==> src/rtl/astro_pkg.sv <==
// Shared constants and state encoding for the tile scheduler and its address generator.
// Latency: n/a (declarations only).
// Backpressure: n/a.
package astro_pkg;

    localparam int WIN_SIDE         = 80;
    localparam int TPL_SIDE         = 16;
    localparam int WORDS_PER_ROW    = 20;
    localparam int WINDOWS_PER_TILE = 4225;

    localparam int TILE_POS_W = 10;
    localparam int WIN_CNT_W  = 13;

    typedef enum logic [2:0] {
        S_IDLE,
        S_START,
        S_RUN,
        S_NEXT,
        S_DRAIN,
        S_FIN
    } sched_state_t;

endpackage

==> src/rtl/tile_addr_gen.sv <==
// Translates a handler row/word-column inside the current tile into a pixel-memory word address.
// Latency: purely combinational, 0 cycles.
// Backpressure: none; output forced to 0 while en_i is low.
module tile_addr_gen #(
    parameter int IMG_W  = 640,
    parameter int ADDR_W = 18
) (
    input  logic [ADDR_W-1:0] frame_base_i,
    input  logic [9:0]        tile_x_i,
    input  logic [9:0]        tile_y_i,
    input  logic [6:0]        row_i,
    input  logic [6:0]        col_i,
    input  logic              en_i,
    output logic [ADDR_W-1:0] addr_o
);

    // Words per image row; all arithmetic wraps at ADDR_W, which is the intended truncation.
    localparam logic [ADDR_W-1:0] ROW_WORDS = ADDR_W'(IMG_W / 4);

    // Address = base + absolute row * row pitch + tile word offset + word column.
    always_comb begin
        addr_o = '0;
        if (en_i) begin
            addr_o = frame_base_i
                   + (ADDR_W'(tile_y_i) + ADDR_W'(row_i)) * ROW_WORDS
                   + ADDR_W'(tile_x_i >> 2)
                   + ADDR_W'(col_i);
        end
    end

endmodule

==> src/rtl/tile_scheduler.sv <==
// Frame sequencer stepping an 80x80 tile over the image, starting the window handler per tile.
// Latency: wh_en decoded from state; tile_done/frame_done one cycle after handler done / last tile.
// Backpressure: waits on wh_ack to start a tile and on wh_done to close it, bounded by TMO_CYC.
module tile_scheduler
    import astro_pkg::*;
#(
    parameter int IMG_W   = 640,
    parameter int IMG_H   = 480,
    parameter int STRIDE  = 80,
    parameter int ADDR_W  = 18,
    parameter int TMO_CYC = 16384
) (
    input  logic                  clk,
    input  logic                  rst_n,
    input  logic                  start,
    input  logic                  abort,
    input  logic [ADDR_W-1:0]     frame_base,
    output logic                  busy,
    output logic                  frame_done,
    output logic                  tile_done,
    output logic [TILE_POS_W-1:0] tile_x,
    output logic [TILE_POS_W-1:0] tile_y,
    output logic [WIN_CNT_W-1:0]  win_count,
    output logic                  err_timeout,
    output logic                  err_count,
    output logic                  wh_en,
    input  logic                  wh_ack,
    input  logic [6:0]            wh_row,
    input  logic [6:0]            wh_col,
    input  logic                  wh_window_ready,
    input  logic                  wh_done,
    output logic [ADDR_W-1:0]     mem_addr
);

    localparam int                    TMO_W    = $clog2(TMO_CYC + 1);
    localparam logic [TMO_W-1:0]      TMO_LAST = TMO_W'(TMO_CYC - 1);
    localparam logic [WIN_CNT_W-1:0]  WIN_SAT  = '1;
    localparam logic [WIN_CNT_W-1:0]  WIN_EXP  = WIN_CNT_W'(WINDOWS_PER_TILE);
    localparam logic [TILE_POS_W-1:0] STEP     = TILE_POS_W'(STRIDE);

    sched_state_t          state_q;
    logic [ADDR_W-1:0]     base_q;
    logic [TILE_POS_W-1:0] tile_x_q;
    logic [TILE_POS_W-1:0] tile_y_q;
    logic [WIN_CNT_W-1:0]  win_cnt_q;
    logic [WIN_CNT_W-1:0]  win_cnt_d;
    logic [TMO_W-1:0]      tmo_q;
    logic [TMO_W-1:0]      tmo_d;
    logic                  err_tmo_q;
    logic                  err_cnt_q;
    logic                  abort_pend_q;
    logic                  last_col;
    logic                  last_row;
    logic                  tmo_hit;

    // Tile-grid boundaries, saturating window count and timeout increment.
    always_comb begin
        last_col  = (int'(tile_x_q) + STRIDE) > (IMG_W - WIN_SIDE);
        last_row  = (int'(tile_y_q) + STRIDE) > (IMG_H - WIN_SIDE);
        tmo_hit   = (tmo_q == TMO_LAST);
        tmo_d     = tmo_q + TMO_W'(1);
        win_cnt_d = win_cnt_q;
        if (wh_window_ready && (win_cnt_q != WIN_SAT)) begin
            win_cnt_d = win_cnt_q + WIN_CNT_W'(1);
        end
    end

    // Frame sequencing: tile start handshake, window counting, tile stepping, timeout recovery.
    always_ff @(posedge clk or negedge rst_n) begin
        if (!rst_n) begin
            state_q      <= S_IDLE;
            base_q       <= '0;
            tile_x_q     <= '0;
            tile_y_q     <= '0;
            win_cnt_q    <= '0;
            tmo_q        <= '0;
            err_tmo_q    <= 1'b0;
            err_cnt_q    <= 1'b0;
            abort_pend_q <= 1'b0;
        end else begin
            case (state_q)
                S_IDLE: begin
                    if (start && !abort) begin
                        state_q      <= S_START;
                        base_q       <= frame_base;
                        tile_x_q     <= '0;
                        tile_y_q     <= '0;
                        win_cnt_q    <= '0;
                        tmo_q        <= '0;
                        err_tmo_q    <= 1'b0;
                        err_cnt_q    <= 1'b0;
                        abort_pend_q <= 1'b0;
                    end
                end
                S_START: begin
                    if (wh_ack && !tmo_hit) begin
                        state_q      <= S_RUN;
                        abort_pend_q <= abort_pend_q | abort;
                        tmo_q        <= tmo_d;
                    end else if (abort && !wh_ack) begin
                        // Handler never accepted this tile, so there is nothing to drain.
                        state_q      <= S_IDLE;
                        abort_pend_q <= 1'b0;
                    end else if (tmo_hit) begin
                        state_q   <= S_DRAIN;
                        err_tmo_q <= 1'b1;
                        tmo_q     <= '0;
                    end else begin
                        tmo_q <= tmo_d;
                    end
                end
                S_RUN: begin
                    win_cnt_q    <= win_cnt_d;
                    abort_pend_q <= abort_pend_q | abort;
                    if (wh_done) begin
                        state_q <= S_NEXT;
                    end else if (tmo_hit) begin
                        state_q   <= S_DRAIN;
                        err_tmo_q <= 1'b1;
                        tmo_q     <= '0;
                    end else begin
                        tmo_q <= tmo_d;
                    end
                end
                S_NEXT: begin
                    err_cnt_q <= err_cnt_q | (win_cnt_q != WIN_EXP);
                    if (abort_pend_q || (last_col && last_row)) begin
                        state_q      <= S_FIN;
                        abort_pend_q <= 1'b0;
                    end else begin
                        if (last_col) begin
                            tile_x_q <= '0;
                            tile_y_q <= tile_y_q + STEP;
                        end else begin
                            tile_x_q <= tile_x_q + STEP;
                        end
                        win_cnt_q <= '0;
                        tmo_q     <= '0;
                        state_q   <= S_START;
                    end
                end
                S_DRAIN: begin
                    if (wh_done || tmo_hit) begin
                        state_q      <= S_FIN;
                        abort_pend_q <= 1'b0;
                    end else begin
                        tmo_q <= tmo_d;
                    end
                end
                S_FIN: begin
                    state_q <= S_IDLE;
                end
                default: begin
                    state_q <= S_IDLE;
                end
            endcase
        end
    end

    assign busy        = (state_q != S_IDLE);
    assign wh_en       = (state_q == S_START);
    assign tile_done   = (state_q == S_NEXT);
    assign frame_done  = (state_q == S_FIN);
    assign tile_x      = tile_x_q;
    assign tile_y      = tile_y_q;
    assign win_count   = win_cnt_q;
    assign err_timeout = err_tmo_q;
    assign err_count   = err_cnt_q;

    tile_addr_gen #(
        .IMG_W  (IMG_W),
        .ADDR_W (ADDR_W)
    ) u_addr_gen (
        .frame_base_i (base_q),
        .tile_x_i     (tile_x_q),
        .tile_y_i     (tile_y_q),
        .row_i        (wh_row),
        .col_i        (wh_col),
        .en_i         (state_q == S_RUN),
        .addr_o       (mem_addr)
    );

endmodule

==> config.mk <==
export PLATFORM = sky130hd
export DESIGN_NAME = tile_scheduler
export DESIGN_NICKNAME = d
export VERILOG_FILES = /design/src/rtl/astro_pkg.sv /design/src/rtl/tile_addr_gen.sv /design/src/rtl/tile_scheduler.sv
export SDC_FILE = /design/constraint.sdc
export NUM_CORES = 1
export LEC_CHECK = 0
export CAP_MARGIN = 30
export CELL_PAD_IN_SITES_DETAIL_PLACEMENT = 0
export CELL_PAD_IN_SITES_GLOBAL_PLACEMENT = 1
export CORE_ASPECT_RATIO = 1.2
export CORE_MARGIN = 2
export CORE_UTILIZATION = 41
export CTS_CLUSTER_SIZE = 25
export DETAILED_ROUTE_END_ITERATION = 10
export GPL_ROUTABILITY_DRIVEN = 0
export PLACE_DENSITY_LB_ADDON = 0.1
export SLEW_MARGIN = 30
export SYNTH_ARGS = -nofsm -noshare
export SYNTH_HDL_FRONTEND = slang
export SYNTH_SLANG_ARGS = --single-unit
==> constraint.sdc <==
create_clock -name clk -period 5.51 [get_ports clk]
set_input_delay 0.551 -clock clk [delete_from_list [all_inputs] [get_ports clk]]
set_output_delay 0.551 -clock clk [all_outputs]
set_load 0.005 [all_outputs]
==> results_tabular.tex <==
\begin{tabular}{lr}
\hline
Metric & Value \\
\hline
\multicolumn{2}{l}{\textbf{Status}} \\
Run status & finished, final reports clean \\
\multicolumn{2}{l}{\textbf{Die}} \\
Starting density of the core & 41.7\% \\
Core region area & about 14000 µm² \\
Die area & 14900 µm² \\
Number of top-level pins & 96 \\
Site row count & 47 \\
Die W & around 110 µm \\
DIE HEIGHT & 134 µm \\
\multicolumn{2}{l}{\textbf{Detailed routing}} \\
Post-DRT Antenna Nets & 0 \\
Iter 0 DRT Violations & about 270 \\
Post-detailed-routing wire length & between 15000 and 20000 µm \\
Post-detailed-route wirelength per cell & 16.1 µm \\
Post-route DRC & 0 \\
Post-detailed-route via-to-cell ratio & $\sim$5.5 \\
DR pass1 iterations & 5 \\
Via count of the routed design & 5477 \\
\multicolumn{2}{l}{\textbf{STA}} \\
Number of hold violations in the final report & 0 \\
RSZ-0062 raised after global routing & true \\
Worst-case setup margin in the final layout & between 0.1 and 0.15 ns \\
Relative slew slack & a little under two fifths \\
Max Transition Viols Final & 0 \\
Final critical delay including setup and external delays & 5.40 ns \\
Worst clock skew & roughly 0.0050 ns \\
Fmax & roughly 0.19 GHz \\
Setup-failing EPs final & 0 \\
Final Cycle Share & around 98\% \\
Transition time at the pin with the least slew margin & 0.935 ns \\
\multicolumn{2}{l}{\textbf{Power and ir drop}} \\
Fraction of power spent switching nets & between 40\% and 50\% \\
Sw power & between 2 and 3 mW \\
Leakage power total & between 3 and 4 nW \\
Total internal power & around 3.2 mW \\
Relative contribution of sequential cells to total power & between 10\% and 20\% \\
Combinational share of power & just under 80\% \\
Worst ir drop on vdd & between 0.6 and 0.7 mV \\
Clock network fraction of design power & 10.2\% \\
Power per Cell Area & 751 nW/µm² \\
\multicolumn{2}{l}{\textbf{Worst setup path}} \\
Endpoint arrival time on the critical path & 4.84 ns \\
Number of buffer and inverter instances along the worst setup path & 5 \\
Kind of start point of the critical path & input pin \\
Worst path cell trace & clkdlybuf4s50\_1 > ha\_2 > a41oi\_2 > o21ai\_2 > xor2\_2 > buf\_4 > nor2b\_1 > ha\_1 > buf\_4 > nand4b\_1 > a31o\_2 > xnor2\_2 > ha\_1 > ha\_1 > ha\_4 > a21o\_1 > o32a\_1 > o41ai\_2 > buf\_4 > nand3\_1 > nor3b\_2 > buf\_2 \\
Maximum net fanout on the critical path & 3 \\
Delay contributed by the slowest stage of the critical path & approximately 0.41 ns \\
CP endpoint kind & output port \\
Path type of the worst setup path & in2out \\
Critical path required time & 4.96 ns \\
Cell type group with the largest total delay on the critical path & adder cells \\
Cell type of the slowest stage on the worst timing path & sky130\_fd\_sc\_hd\_\_clkdlybuf4s50\_1 \\
\multicolumn{2}{l}{\textbf{Synth}} \\
Post-synthesis sequential area ratio & $\sim$28\% \\
Cell type with the highest aggregate area in the netlist & sky130\_fd\_sc\_hd\_\_dfrtp\_1 \\
Avg Inst Size Synth & around 8.4 µm² \\
Post-synthesis instance area & around 5700 µm² \\
Async set-or-reset flop fraction in the synthesized netlist & 100\% \\
Number of synthesized flops with an enable pin & 0 \\
Gate Count Post-Synth & 679 \\
Ys flop type & sky130\_fd\_sc\_hd\_\_dfrtp\_1 \\
Fraction of post-synthesis cell area in the top cell type by area & approximately 28\% \\
Biggest area contributors in the synthesized netlist & sky130\_fd\_sc\_hd\_\_dfrtp\_1, sky130\_fd\_sc\_hd\_\_ha\_1, sky130\_fd\_sc\_hd\_\_nand2\_1 \\
Count of unique library cells instantiated by Yosys & 71 \\
Post-synthesis register bit count & 64 \\
Number of warnings issued by yosys & 0 \\
\multicolumn{2}{l}{\textbf{Place}} \\
Worst setup slack before clock tree synthesis & -0.574 ns \\
Final HPWL from detailed placement & 11900 µm \\
Buffers added on ports & between 80 and 90 \\
Instance area after placement & roughly 7200 µm² \\
\multicolumn{2}{l}{\textbf{Clocking}} \\
Buffer cell driving the clock tree root & sky130\_fd\_sc\_hd\_\_clkbuf\_16 \\
Clock-pin slew of the registers on the worst-case setup and hold paths & 0.06 ns \\
H-tree Lvls & 3 \\
CTS Buf Count & 9 \\
Clk Latency, worst-skew pair & roughly 0.34 ns \\
Hold buffers post-CTS & 0 \\
Num Clock Sinks & 64 \\
Maximum count of clock buffers along a single path & 2 \\
TritonCTS clock tree & built \\
\multicolumn{2}{l}{\textbf{Global route}} \\
Number of global-route vias before repair & roughly 5400 \\
Number of antenna violations at the first check in global routing & 0 \\
Global routing usage summed across all routing layers & between 20\% and 30\% \\
Wire length of the first global-routing pass & 26600 µm \\
Largest net degree at the start of global routing & 65 \\
Global route overflow & 0 \\
\multicolumn{2}{l}{\textbf{Cells and area}} \\
Layout cell share with drive strength beyond 1 & between 10\% and 20\% \\
Area growth, synth to finish & 35.7\% \\
Final cell area excluding filler cells & 7780 µm² \\
Ant diodes & 0 \\
Final layout net count & between 900 and 1000 \\
\multicolumn{2}{l}{\textbf{Worst hold path}} \\
Kind of path behind the tightest hold check & in2async \\
\multicolumn{2}{l}{\textbf{Job}} \\
Count of max-cap constraint violations & 0 \\
\hline
\end{tabular}
## state kept, by name, indices dropped and copies added (netlist names)
register	cells
abort_pend_q	1
base_q	18
err_count	1
err_timeout	1
state_q	3
tile_x	6
tile_y	6
tmo_q	15
win_count	13
## worst register-to-register path: stages, from the launching register on
cell and delay, ns:
sky130_fd_sc_hd__dfrtp_1 0.39, sky130_fd_sc_hd__buf_4 0.20, sky130_fd_sc_hd__ha_1 0.37, sky130_fd_sc_hd__inv_1 0.07, sky130_fd_sc_hd__a2111oi_1 0.44, sky130_fd_sc_hd__o221ai_2 0.22, sky130_fd_sc_hd__nand4_1 0.18, sky130_fd_sc_hd__nand2_1 0.32
sky130_fd_sc_hd__nor2_2 0.46, sky130_fd_sc_hd__mux2_2 0.39
## metal layers
layer	global-route usage (%)	wire, µm	up-vias
met4	7.52	269	0
met3	3.55	661	16
li1	-	-	2720
met5	0	0	-
met2	37.2	7890	128
met1	27.6	7250	2613
## final timing paths
check                           from           end  slack [ns]  cells after the start
setup / recovery           wh_row[4]  mem_addr[17]        0.11                     22
hold / removal                 rst_n  win_count[5]        0.19                      2
setup reg to reg           tile_y[4]     tile_x[5]        2.36                      9
hold reg to reg            base_q[9]     base_q[9]        0.48                      2
max in group asynchronous      rst_n     base_q[8]        4.76                      3
min in group clk           base_q[9]     base_q[9]        0.48                      2
## cells in the final DEF (no fill, tap or decap), types with 9 or more instances in the layout
cell and count:
sky130_fd_sc_hd__nand3_1 15, sky130_fd_sc_hd__conb_1 9, sky130_fd_sc_hd__nand2_1 93, sky130_fd_sc_hd__nand2b_1 16, sky130_fd_sc_hd__a21oi_1 24, sky130_fd_sc_hd__xor2_1 9
sky130_fd_sc_hd__o21ai_0 52, sky130_fd_sc_hd__nor2b_1 10, sky130_fd_sc_hd__nor3_1 14, sky130_fd_sc_hd__clkbuf_16 9, sky130_fd_sc_hd__clkdlybuf4s50_1 79, sky130_fd_sc_hd__ha_4 10
sky130_fd_sc_hd__nor2_1 48, sky130_fd_sc_hd__o21ai_1 9, sky130_fd_sc_hd__fa_1 9, sky130_fd_sc_hd__dfrtp_1 64, sky130_fd_sc_hd__inv_1 29, sky130_fd_sc_hd__xnor2_1 15
sky130_fd_sc_hd__buf_4 73, sky130_fd_sc_hd__ha_1 50, sky130_fd_sc_hd__and3_1 13, sky130_fd_sc_hd__o21a_1 9, sky130_fd_sc_hd__a31oi_1 12
## timing repair
item                                    4_1_cts  5_1_grt
setup buffers                                 3        2
endpoints found under the setup margin        6        4
pin swaps                                     9       26
gates resized for setup                      29       27
## stage by stage
stage / TNS [ns] / hold WS (ns) / std cells / total power, mW / util, %
6_report: 0 / 0.190 / 999 / 5.85 / 56.6
5_1_grt: -0.118 / 0.207 / 999 / 6.41 / 56.6
4_1_cts: -0.00305 / 0.443 / 996 / 5.61 / 54.9
3_5_place_dp: -1.63 / 0.472 / 977 / 4.82 / 52.1
3_3_place_gp: -1.35 / 0.468 / 977 / 4.75 / 52.1
2_1_floorplan: 0 / 0.255 / 687 / 3.19 / -
## synthesized netlist by cell type (all sizes together) (15+ instances only)
master / instances
ha: 63
nor3: 15
o21ai: 63
inv: 31
nor2: 49
dfrtp: 64
a21oi: 30
xnor2: 18
nand3: 15
clkbuf: 19
buf: 17
nand2: 93
nand2b: 16
## cell type report
class | instances | area (µm²)
inverters | 31 | 116
well taps | 171 | 214
clock buffers | 9 | 225
multi-input cells | 556 | 4130
clock inverters | 7 | 77.6
fillers | 1275 | 5980
repair buffers | 161 | 1420
flip-flops and latches | 64 | 1600
## kinds of logic (layout without fill, tap and decap cells)
family / Yosys count / in the layout / synth area share, %
other: 1 / 9 / 0.0654
DFF: 64 / 64 / 27.9
muxes: 4 / 4 / 0.720
adders and majority gates: 73 / 73 / 17.2
AOI/OAI and AO/OA: 186 / 186 / 22.7
xor gates and xnor gates: 30 / 30 / 4.58
and+or+nand+nor: 254 / 254 / 21.5
buffers and inverters: 67 / 208 / 5.19
## power groups by stage
stage / combinational, mW / clock (mW) / sequential (mW)
global placement: 4.00 / 0 / 0.754
detailed placement: 4.07 / 0 / 0.759
finish: 4.50 / 0.595 / 0.754
CTS: 4.25 / 0.612 / 0.753
floorplan: 2.48 / 0 / 0.710
global route: 5.00 / 0.633 / 0.777
Power figures use the tool's default switching activity.
